File: src/rtl/trace_issue_queue.sv
// Trace issue queue: buffers parsed trace records in a show-ahead FIFO, issues them to the
// cache, executes local CLEAR commands and raises a sticky done once the trace is fully issued.
module trace_issue_queue #(
  parameter int unsigned ADDR_W = 32,
  parameter int unsigned CMD_W  = 3,
  parameter int unsigned DEPTH  = 8
) (
  input  logic              clk,
  input  logic              rst_n,
  input  logic              in_valid,
  output logic              in_ready,
  input  logic [CMD_W-1:0]  in_cmd,
  input  logic [ADDR_W-1:0] in_addr,
  input  logic              in_eof,
  output logic              out_valid,
  input  logic              out_ready,
  output logic [CMD_W-1:0]  out_cmd,
  output logic [ADDR_W-1:0] out_addr,
  output logic              clear_stats,
  output logic              done,
  output logic [31:0]       issued_count,
  output logic [15:0]       dropped_count
);

  localparam int unsigned PtrW = $clog2(DEPTH);
  localparam logic [PtrW:0]      PtrOne     = (PtrW + 1)'(1);
  localparam logic [CMD_W-1:0]   CmdSnoop   = CMD_W'(4);
  localparam logic [CMD_W-1:0]   CmdClear   = CMD_W'(5);
  localparam logic [CMD_W-1:0]   CmdNop     = CMD_W'(6);
  localparam logic [CMD_W-1:0]   CmdIllegal = CMD_W'(7);

  typedef enum logic [1:0] {StIdle, StRun, StDrain, StDone} state_e;

  state_e            state_q, state_d;
  logic [PtrW:0]     wr_ptr_q, wr_ptr_d;
  logic [PtrW:0]     rd_ptr_q, rd_ptr_d;
  logic [CMD_W-1:0]  cmd_mem_q  [DEPTH];
  logic [CMD_W-1:0]  cmd_mem_d  [DEPTH];
  logic [ADDR_W-1:0] addr_mem_q [DEPTH];
  logic [ADDR_W-1:0] addr_mem_d [DEPTH];
  logic [31:0]       issued_q, issued_d;
  logic [15:0]       dropped_q, dropped_d;

  logic              full, empty;
  logic              accept, push, pop, out_fire;
  logic              head_fwd, head_clear;
  logic [CMD_W-1:0]  head_cmd;
  logic [ADDR_W-1:0] head_addr;

  assign full  = (wr_ptr_q[PtrW-1:0] == rd_ptr_q[PtrW-1:0]) &&
                 (wr_ptr_q[PtrW] != rd_ptr_q[PtrW]);
  assign empty = (wr_ptr_q == rd_ptr_q);

  assign head_cmd   = cmd_mem_q[rd_ptr_q[PtrW-1:0]];
  assign head_addr  = addr_mem_q[rd_ptr_q[PtrW-1:0]];
  assign head_fwd   = !empty && (head_cmd <= CmdSnoop);
  assign head_clear = !empty && (head_cmd == CmdClear);

  assign accept   = in_valid && in_ready;
  // NOP and illegal records are consumed at the input and never occupy a slot.
  assign push     = accept && (in_cmd != CmdNop) && (in_cmd != CmdIllegal);
  assign out_fire = out_valid && out_ready;
  assign pop      = out_fire || clear_stats;

  // State register.
  always_ff @(posedge clk or negedge rst_n) begin
    if (!rst_n) begin
      state_q <= StIdle;
    end else begin
      state_q <= state_d;
    end
  end

  // Next-state logic.
  always_comb begin
    state_d = state_q;
    unique case (state_q)
      StIdle: begin
        if (accept) begin
          if (!in_eof) begin
            state_d = StRun;
          end else if (push) begin
            state_d = StDrain;
          end else begin
            state_d = StDone;
          end
        end
      end
      StRun: begin
        if (accept && in_eof) begin
          state_d = StDrain;
        end
      end
      StDrain: begin
        // An empty FIFO implies out_valid is low, so no handshake can be pending.
        if (empty) begin
          state_d = StDone;
        end
      end
      StDone: state_d = StDone;
      default: state_d = StIdle;
    endcase
  end

  // Output logic.
  always_comb begin
    in_ready    = 1'b0;
    out_valid   = 1'b0;
    clear_stats = 1'b0;
    done        = 1'b0;
    unique case (state_q)
      StIdle, StRun: begin
        in_ready    = rst_n && !full;
        out_valid   = head_fwd;
        clear_stats = head_clear;
      end
      StDrain: begin
        out_valid   = head_fwd;
        clear_stats = head_clear;
      end
      StDone: done = 1'b1;
      default: ;
    endcase
    out_cmd  = out_valid ? head_cmd  : '0;
    out_addr = out_valid ? head_addr : '0;
  end

  assign issued_count  = issued_q;
  assign dropped_count = dropped_q;

  // FIFO and counter next-state.
  always_comb begin
    wr_ptr_d   = wr_ptr_q;
    rd_ptr_d   = rd_ptr_q;
    cmd_mem_d  = cmd_mem_q;
    addr_mem_d = addr_mem_q;
    issued_d   = issued_q;
    dropped_d  = dropped_q;
    if (push) begin
      cmd_mem_d[wr_ptr_q[PtrW-1:0]]  = in_cmd;
      addr_mem_d[wr_ptr_q[PtrW-1:0]] = in_addr;
      wr_ptr_d                       = wr_ptr_q + PtrOne;
    end
    if (pop) begin
      rd_ptr_d = rd_ptr_q + PtrOne;
    end
    if (out_fire && (issued_q != '1)) begin
      issued_d = issued_q + 32'd1;
    end
    if (accept && (in_cmd == CmdIllegal) && (dropped_q != '1)) begin
      dropped_d = dropped_q + 16'd1;
    end
  end

  always_ff @(posedge clk or negedge rst_n) begin
    if (!rst_n) begin
      wr_ptr_q   <= '0;
      rd_ptr_q   <= '0;
      cmd_mem_q  <= '{default: '0};
      addr_mem_q <= '{default: '0};
      issued_q   <= '0;
      dropped_q  <= '0;
    end else begin
      wr_ptr_q   <= wr_ptr_d;
      rd_ptr_q   <= rd_ptr_d;
      cmd_mem_q  <= cmd_mem_d;
      addr_mem_q <= addr_mem_d;
      issued_q   <= issued_d;
      dropped_q  <= dropped_d;
    end
  end

endmodule

File: config.mk
export PLATFORM = sky130hd
export DESIGN_NAME = trace_issue_queue
export DESIGN_NICKNAME = d
export VERILOG_FILES = /design/src/rtl/trace_issue_queue.sv
export SDC_FILE = /design/constraint.sdc
export NUM_CORES = 1
export LEC_CHECK = 0
export BUFFER_PORTS_ARGS = -buffer_cell sky130_fd_sc_hd__buf_2
export CAP_MARGIN = 40
export CORE_MARGIN = 2
export CORE_UTILIZATION = 42
export DETAILED_ROUTE_END_ITERATION = 8
export GPL_TIMING_DRIVEN = 0
export PLACE_DENSITY = 0.61
export SETUP_SLACK_MARGIN = 0.05
export SLEW_MARGIN = 5
export SYNTH_ARGS = -nofsm -noshare
export SYNTH_HDL_FRONTEND = slang
export SYNTH_SLANG_ARGS = --single-unit
File: constraint.sdc
create_clock -name clk -period 6.9 [get_ports clk]
set_input_delay 1.38 -clock clk [delete_from_list [all_inputs] [get_ports clk]]
set_output_delay 1.38 -clock clk [all_outputs]
set_load 0.1 [all_outputs]
==> results.json, run 1 <==
{
  "hold_path_end": "addr_mem_q[166]",
  "hold_start": "addr_mem_q[166]",
  "cp_max_fo": 10,
  "post_cts_buffers": 0,
  "drc": 0,
  "dpl.hpwl_mm": 22.72,
  "rows": 70,
  "die_h_um": 195.5,
  "clock_latency_ps": 540,
  "yosys.area.top_type": "dfrtp_1",
  "finalHoldViolCount": 0,
  "outcome": "finished, final reports clean",
  "end_kind": "output port",
  "p_sw_frac": 0.3967,
  "ys_types": 44,
  "n_fill_cell": 3158,
  "vias_per_cell": 5.398,
  "core_area_mm2": 0.03635,
  "irDropWorstVdd_uv": 315.7,
  "ant_nets": 0,
  "cts_resized": 0,
  "synth_area_mm2": 0.01540,
  "rrSetupSlack_ps": 3960,
  "gp_congestion": 0.7831,
  "vias": 9204,
  "place_inst": 1639,
  "area_growth_pct": 16.92,
  "wl_per_cell_um": 20.47,
  "async_reset_ff_frac": 1.000,
  "layout_commonest_cell": "dfrtp_1",
  "hold_buffers": 0,
  "cts_buffers": 38,
  "power_frac_clock": 0.243,
  "worstPathRequired_ps": 5520,
  "min_path_cells": 1,
  "setup_viol": 0,
  "fin_area_mm2": 0.01801,
  "yosys_warnings": 0,
  "relSlewSlack": 0.3901,
  "r2r_end": "addr_mem_q[199]",
  "overflow": 0,
  "fin_nets": 1255,
  "grt_max_degree": 117,
  "synthFlopType": "dfrtp_1",
  "regArea_mm2": 0.008458,
  "p_switching_w": 0.003226,
  "syn-num-nets": 1081,
  "seqPwrFrac": 0.349,
  "p_int_w": 0.004907,
  "antenna_found_initial": 3,
  "drive_gt1_frac": 0.4320,
  "synth_top_area_frac": 0.5491,
  "drtIter0Drc": 398,
  "fin_crit_sh": 0.7581,
  "clkTransAtPathRegs_ps": 60,
  "placed_area_mm2": 0.01679,
  "yosys-top-cells-area": "dfrtp_1, mux2_2, mux4_2",
  "syn_inst": 1037,
  "cap_violations": 0,
  "dr.pass1.iters": 4,
  "syn_avg_cell_area_um2": 14.86,
  "die-area_mm2": 0.03823,
  "grt_pass1_vias": 9664,
  "htreeDepth": 2,
  "drv_slew": 0,
  "fin_crit_ps": 5231,
  "critical_path_class": "register to output port",
  "synth-seq-area-share": 0.5491,
  "final_cell_mix": "dfrtp_1, mux2_2, buf_2",
  "cts_tree": "done",
  "io_buffers": 124,
  "io_pins": 127,
  "start_util": 0.4238,
  "die_w_um": 195.5,
  "p_total_w": 0.008133,
  "tightest_slew_ps": 908.6,
  "fin_cells": 1705,
  "cts.sinks": 338,
  "cts-root-buf": "clkbuf_16",
  "p_leak_nw": 8.858,
  "arrival_ps": 3850,
  "synth-edff-count": 0,
  "clk_path_buf_depth": 3,
  "multi_input_area_mm2": 0.006615,
  "reg2regPathDepth": 8,
  "crit_path_start_kind": "register",
  "drt_wl_total_mm": 34.90,
  "combPwrFrac": 0.408,
  "rsz0062_at_grt": "false",
  "power_density_mw_per_mm2": 451.6,
  "synth-seq-cells": 338,
  "grt_use_total": 0.1895,
  "clock.fmax_ghz": 0.1912,
  "skew_ps": 19.15,
  "grt_pass1_wl_mm": 56.12,
  "worstHoldPathType": "register to register",
  "r2r_start": "rd_ptr_q[0]"
}
## metal layers
layer	GRT usage	vias to the layer above	part of all wire
met5	0	-	0.00080
met3	0.03627	59	0.049
met1	0.2669	4795	0.46
met2	0.2995	187	0.47
li1	-	4159	-
met4	0.05739	4	0.022
## registers in the layout (all words and copies together), names as in the netlist
name,flops
rd_ptr_q,4
state_q,2
wr_ptr_q,4
issued_count,32
dropped_count,16
addr_mem_q,256
cmd_mem_q,24
## how the worst max path moves through the flow
| stage | from | slack, ps | cells after the start | endpoint |
|---|---|---|---|---|
| after detailed placement | rd_ptr_q[2] | 2230 | 7 | out_addr[22] |
| after global routing | rd_ptr_q[2] | 1500 | 7 | out_addr[19] |
| after CTS | rd_ptr_q[0] | 1640 | 8 | out_addr[22] |
| after floorplan | rst_n | 2260 | 9 | addr_mem_q[33] |
| after global placement | rst_n | -2850 | 4 | in_ready |
| final | rd_ptr_q[0] | 1670 | 8 | out_addr[22] |
## final cells by class
type,count,share of cell area
multi-input cells,631,0.3673
well taps,468,0.03251
repair buffers,134,0.04439
clock inverters,7,0.004515
clock buffers,58,0.06315
inverters,12,0.002501
plain buffers,56,0.01591
diodes,1,0.0001389
flip-flops and latches,338,0.4696
## kinds of logic after synthesis
group | after synthesis | synth area share
multiplexers | 390 | 0.3335
flip-flops | 338 | 0.5491
AND/OR/NAND/NOR | 167 | 0.05426
buffers and inverters | 68 | 0.02152
XOR/XNOR | 56 | 0.03184
AO/OA/AOI/OAI | 14 | 0.006580
adder cells (fa/ha/maj) | 4 | 0.003249
## worst max-delay path: stages (launching register included)
cell and delay (ps):
dfrtp_1 380, buf_6 190, mux4_2 550, mux2_2 320
o21ai_2 240, nand2_1 370, clkbuf_1 470, nor2_1 310
buf_2 470
## power groups by stage
| stage | sequential [W] | combinational [W] | clock [W] |
|---|---|---|---|
| global placement | 0.00285 | 0.00326 | 0 |
| global route | 0.00291 | 0.00355 | 0.00212 |
| finish | 0.00284 | 0.00332 | 0.00198 |
| detailed placement | 0.00287 | 0.00336 | 0 |
| floorplan | 0.00296 | 0.00247 | 0 |
| CTS | 0.00284 | 0.00337 | 0.00204 |
## synthesized netlist by cell type (14+ instances only)
master	count
xnor2_1	25
dfrtp_1	338
nor2_1	55
mux2_1	57
clkbuf_1	14
mux2_2	229
nand2_1	26
xor2_1	31
mux2i_1	34
buf_2	28
nand3_1	22
mux4_2	70
## stage by stage
stage	setup WS, ps	TNS [ps]	utilization	hold WS [ps]
6_report	1669	0	0.4955	484.1
5_1_grt	1497	0	0.4955	495.0
4_1_cts	1644	0	0.4955	488.7
3_5_place_dp	2232	0	0.4619	475.4
3_3_place_gp	-2847	-1520530	0.4570	468.3
2_1_floorplan	2264	0	-	458.7
(Power assumes the default switching activity.)
==> run 2: changes to the inputs <==
ABC_AREA = 1   (was unset)
PLACE_DENSITY = 0.63   (was 0.61)
clock period = 4.3 ns   (was 6.9 ns; I/O delays follow)
==> run 2 against run 1 <==
Net effect: synthesized cell count grew 130%; final area grew 10%; global-route usage grew 5.9 points; first-iteration DRC count grew to 3.4 times the previous value; wire length grew 53%; critical path type unchanged.
==> results.json, run 2 <==
{
  "outcome": "finished, final reports clean",
  "setup_ws_ps": 183.4,
  "worstPathRequired_ps": 3440,
  "synth-seq-area-share": 0.4882,
  "die_h_um": 207.1,
  "antenna_found_initial": 1,
  "cp-endpoint": "out_addr[11]",
  "grt_max_degree": 100,
  "die-area_mm2": 0.04289,
  "post-synth-top-count-cell": "nand2_1",
  "synth_top_area_frac": 0.4882,
  "critical_path_class": "register to output port",
  "die_w_um": 207.1,
  "cts_buffers": 39,
  "fin_crit_sh": 0.9573,
  "ys_types": 28,
  "path_buf_inv": 5,
  "slowest_stage": "buf_2",
  "r2r_end": "issued_count[20]",
  "yosys_warnings": 0,
  "cts-root-buf": "clkbuf_16",
  "place_inst": 2966,
  "cts_tree": "done",
  "cpMostUsedCell": "buf_2",
  "grt_pass1_wl_mm": 85.30,
  "setup_viol": 0,
  "drv_slew": 0,
  "fin_area_mm2": 0.01986,
  "p_total_w": 0.01519,
  "relSlewSlack": 0.4912,
  "async_reset_ff_frac": 1.000,
  "arrival_ps": 3260,
  "cp_num_cells": 11,
  "dr.pass1.iters": 7,
  "end_kind": "output port",
  "synth_area_mm2": 0.01733,
  "grt_use_total": 0.2482,
  "start_util": 0.4253,
  "cp_max_fo": 10,
  "fin_cells": 3035,
  "largest_register_ffs": 256,
  "syn_avg_cell_area_um2": 7.404,
  "dpl.hpwl_mm": 37.58,
  "wl_per_cell_um": 17.58,
  "vias": 15900,
  "clk_path_buf_depth": 3,
  "r2r_start": "issued_count[0]",
  "syn-num-nets": 2384,
  "cts.sinks": 338,
  "rsz0062_at_grt": "true",
  "crit_path_start_kind": "register",
  "regMostFlops": "addr_mem_q",
  "holdWs_ps": 259.7,
  "clock.fmax_ghz": 0.2429,
  "ant_nets": 0,
  "core_area_mm2": 0.04074,
  "synthFlopType": "dfrtp_1",
  "worstPathCellList": "buf_2, buf_2, nand3_1, nand2_1, nand2_1, nand2_1, a21oi_4, inv_2, buf_2, nor2_1, buf_2",
  "grt_pass1_vias": 15560,
  "post_cts_buffers": 0,
  "rows": 74,
  "tightest_slew_ps": 763.2,
  "placed_area_mm2": 0.01855,
  "syn_inst": 2340,
  "io_pins": 127,
  "area_growth_pct": 14.60,
  "hold_buffers": 0,
  "final_cell_mix": "nand2_1, o21ai_0, dfrtp_1",
  "yosys-top-cells-area": "dfrtp_1, nand2_1, o21ai_0",
  "irDropWorstVdd_uv": 654.2,
  "fin_nets": 2519,
  "synth-edff-count": 0,
  "yosys.area.top_type": "dfrtp_1",
  "startpoint": "rd_ptr_q[1]",
  "synth-seq-cells": 338,
  "overflow": 0,
  "skew_ps": 8.486,
  "clkTransAtPathRegs_ps": 60,
  "yosys-top-cells-count": "nand2_1, o21ai_0, dfrtp_1",
  "drive_gt1_frac": 0.1055,
  "crit_family": "buffers and inverters",
  "p_leak_nw": 10.14,
  "worstHoldPathType": "input pin to async pin",
  "rrSetupSlack_ps": 1690,
  "cts_resized": 0,
  "fin_crit_ps": 4117,
  "dp_slack_ps": 226.9,
  "cap_violations": 0,
  "gp_congestion": 0.9099,
  "power_density_mw_per_mm2": 765.0,
  "drt_wl_total_mm": 53.36,
  "finalHoldViolCount": 0,
  "htreeDepth": 2,
  "layout_commonest_cell": "nand2_1",
  "io_buffers": 90,
  "slowest_delay_ps": 450,
  "drtIter0Drc": 1340,
  "vias_per_cell": 5.239,
  "drc": 0,
  "clock_latency_ps": 550,
  "reg2regPathDepth": 9
}
==> run 2: cell count changes after synthesis, moves of 57 or more <==
cell     change
a21oi_1    +127
nor2_1     +102
nand2_1    +714
mux2_2     -229
mux2_1      -57
o21ai_0    +408
inv_1      +191
mux4_2      -70
==> run 2: cell families (layout without fill, tap and decap cells) <==
kind of cell | Yosys count | in the layout | share of synthesized area
adder cells (fa/ha/maj) | 4 | 4 | 0.002889
other | 0 | 1 | 0
XOR/XNOR | 36 | 36 | 0.01820
AO/OA/AOI/OAI | 551 | 551 | 0.1600
buffers and inverters | 386 | 548 | 0.09280
flip-flops | 338 | 338 | 0.4882
AND/OR/NAND/NOR | 1025 | 1025 | 0.2380
==> run 2: area by class of cell <==
| class | count | area (µm²) |
|---|---|---|
| multi-input cells | 1616 | 7259 |
| flip-flops and latches | 338 | 8458 |
| well taps | 532 | 665.6 |
| clock inverters | 11 | 107.6 |
| clock buffers | 57 | 1166 |
| repair buffers | 94 | 581.8 |
| diodes | 1 | 2.502 |
| fillers | 4116 | 20880 |
| inverters | 207 | 777.0 |
| plain buffers | 179 | 837.1 |
==> run 2: per-layer routing <==
metal  vias to the layer above  track usage  wire length, µm
met5                         -            0                0
met4                         0      0.09975             1991
met3                       105      0.04897             3413
met2                       504       0.4090            25010
met1                      7586       0.3211            22950
li1                       7704            -                -
==> run 2: stage by stage <==
step	TNS (ps)	utilization
detailed placement	0	0.4552
floorplan	0	-
global route	-2.733	0.4873
CTS	0	0.4865
finish	0	0.4874
global placement	-2706220	0.4527
==> run 2: power by group <==
| group | leakage [nW] | internal, W | switching, W |
|---|---|---|---|
| Sequential | 4.04 | 0.00440 | 0.000511 |
| Combinational | 5.46 | 0.00165 | 0.00528 |
| Clock | 0.632 | 0.00199 | 0.00136 |
==> run 2: how the worst min path moves through the flow <==
stage                start          endpoint  slack [ps]  cells past startpoint
5_1_grt              rst_n  dropped_count[0]         290                      1
4_1_cts              rst_n  dropped_count[0]         260                      1
3_5_place_dp   wr_ptr_q[3]       wr_ptr_q[3]         480                      1
2_1_floorplan  wr_ptr_q[3]       wr_ptr_q[3]         460                      1
6_report             rst_n  dropped_count[0]         260                      1
3_3_place_gp   wr_ptr_q[3]       wr_ptr_q[3]         470                      1
==> run 3: changes to the inputs <==
BUFFER_PORTS_ARGS = unset   (was -buffer_cell sky130_fd_sc_hd__buf_2)
DONT_BUFFER_PORTS = 1   (was unset)
PLACE_DENSITY = 0.61   (was 0.63)
==> run 3 against run 2 <==
Net effect: final cell count up 0.59%; final area grew 8.7%; fmax grew 2.0%; worst setup slack better by 82 ps; clock power barely moved; wire length grew 5.1%; hold slack got worse by 220 ps; combinational power grew 12%; core utilization up 4.2 points; critical path depth increased by 1; via count increased by 2.1%; largest power group unchanged.
==> results.json, run 3 (synthesis results as in run 2) <==
{
  "clock_latency_ps": 550,
  "clk_path_buf_depth": 3,
  "cts_tree": "done",
  "m1WireLength_mm": 23.82,
  "reg2regPathDepth": 9,
  "io_pins": 127,
  "layout_commonest_cell": "nand2_1",
  "clkTransAtPathRegs_ps": 60,
  "p_leak_nw": 10.62,
  "drc": 0,
  "grt_pass1_wl_mm": 89.87,
  "fin_crit_sh": 0.9382,
  "die-area_mm2": 0.04289,
  "cts-root-buf": "clkbuf_16",
  "vias_per_cell": 5.319,
  "critical_path_class": "register to output port",
  "gp_congestion": 0.8849,
  "largest_register_ffs": 256,
  "grt_pass1_vias": 16040,
  "start_util": 0.4253,
  "rsz0062_at_grt": "false",
  "end_kind": "output port",
  "fin_nets": 2537,
  "cp_max_fo": 10,
  "htreeDepth": 2,
  "cts_buffers": 40,
  "antenna_found_initial": 1,
  "fin_crit_ps": 4034,
  "crit_path_start_kind": "register",
  "route.met2.wl_mm": 27.16,
  "worstPathRequired_ps": 3440,
  "drv_slew": 0,
  "cts.sinks": 338,
  "cap_violations": 0,
  "tightest_slew_ps": 892.1,
  "die_w_um": 207.1,
  "drive_gt1_frac": 0.1246,
  "antennaDiodeCount": 0,
  "wl_per_cell_um": 18.37,
  "arrival_ps": 3170,
  "finalHoldViolCount": 0,
  "fin_util": 0.5296,
  "dpl.hpwl_mm": 39.36,
  "relSlewSlack": 0.4053,
  "grt_max_degree": 330,
  "clock.fmax_ghz": 0.2479,
  "dr.max_layer_used": "met4",
  "final_cell_mix": "nand2_1, o21ai_0, dfrtp_1",
  "core_area_mm2": 0.04074,
  "setup_viol": 0,
  "worstHoldPathType": "input pin to async pin",
  "irDropWorstVdd_uv": 596.4,
  "skew_ps": 12.50,
  "grt_use_total": 0.2621,
  "power_density_mw_per_mm2": 745.8,
  "overflow": 0,
  "regMostFlops": "addr_mem_q",
  "die_h_um": 207.1,
  "outcome": "finished, final reports clean",
  "drt_wl_total_mm": 56.07,
  "drtIter0Drc": 1367,
  "ant_nets": 0,
  "holdWs_ps": 36.25,
  "rows": 74,
  "area_growth_pct": 24.52,
  "vias": 16240,
  "wl_met3_mm": 3.467,
  "dr.pass1.iters": 7,
  "io_buffers": 0
}
run 3: cell types whose count changed in the layout (fill, tap and decap cells not counted), sizes merged:
cell         previous run  this run
buf                   202       226
clkbuf                128       118
clkinv                 10        12
clkinvlp                1         3
diode                   1         0
dlygate4sd3             0         1
run 3: path summary, 6_finish.rpt:
path	start	slack, ps	to
max	rd_ptr_q[0]	270	out_addr[30]
min	rst_n	40	dropped_count[11]
max reg2reg	issued_count[0]	1530	issued_count[9]
min reg2reg	wr_ptr_q[3]	490	wr_ptr_q[3]
max in group asynchronous	rst_n	3200	dropped_count[6]
min in group clk	in_eof	470	state_q[1]
run 3: layer usage:
layer | track usage | up-vias
met2 | 0.4415 | 555
met5 | 0 | -
li1 | - | 7755
met3 | 0.04503 | 106
met4 | 0.08719 | 0
met1 | 0.3428 | 7822
run 3: repair_timing:
item,4_1_cts,5_1_grt
endpoints found under the hold margin,11,0
hold buffers,1,0
endpoints found under the setup margin,0,3
gates resized for setup,0,2
buffers inserted,0,0
run 3: metrics by stage:
| stage | TNS (ps) | instances | total power (W) | setup WS [ps] | area (µm²) |
|---|---|---|---|---|---|
| after floorplan | 0 | 2340 | 0.009987 | 672.0 | 17330 |
| after global placement | -5113 | 2872 | 0.01136 | -253.1 | 17990 |
| after detailed placement | 0 | 2983 | 0.01274 | 806.6 | 20290 |
| after CTS | 0 | 3054 | 0.01613 | 217.4 | 21570 |
| after global routing | 0 | 3053 | 0.01710 | 75.51 | 21570 |
| final | 0 | 3053 | 0.01609 | 265.6 | 21570 |
run 3: layout make-up:
class	count	area, µm²
buffer	178	832.0
clock buffer	55	1139
clock inverter	15	132.6
fill	3805	19160
inverter	207	777.0
multi-input combinational	1616	7347
sequential	338	8458
tap	532	665.6
timing repair buffer	112	2223
run 3: power breakdown:
| part | internal, W | total, W | switching, W |
|---|---|---|---|
| Sequential | 0.00440 | 0.00498 | 0.000581 |
| Combinational | 0.00235 | 0.00776 | 0.00542 |
| Clock | 0.00197 | 0.00335 | 0.00138 |
run 3: critical path, stage by stage (launching register included):
cell and delay (ps):
dfrtp_1 350, buf_4 210, buf_4 220, buf_4 210, buf_2 330, buf_2 290
a21oi_1 110, o21ai_0 130, o21ai_0 140, nand2_1 90, nand2_1 60, nor2_2 270
buf_16 210
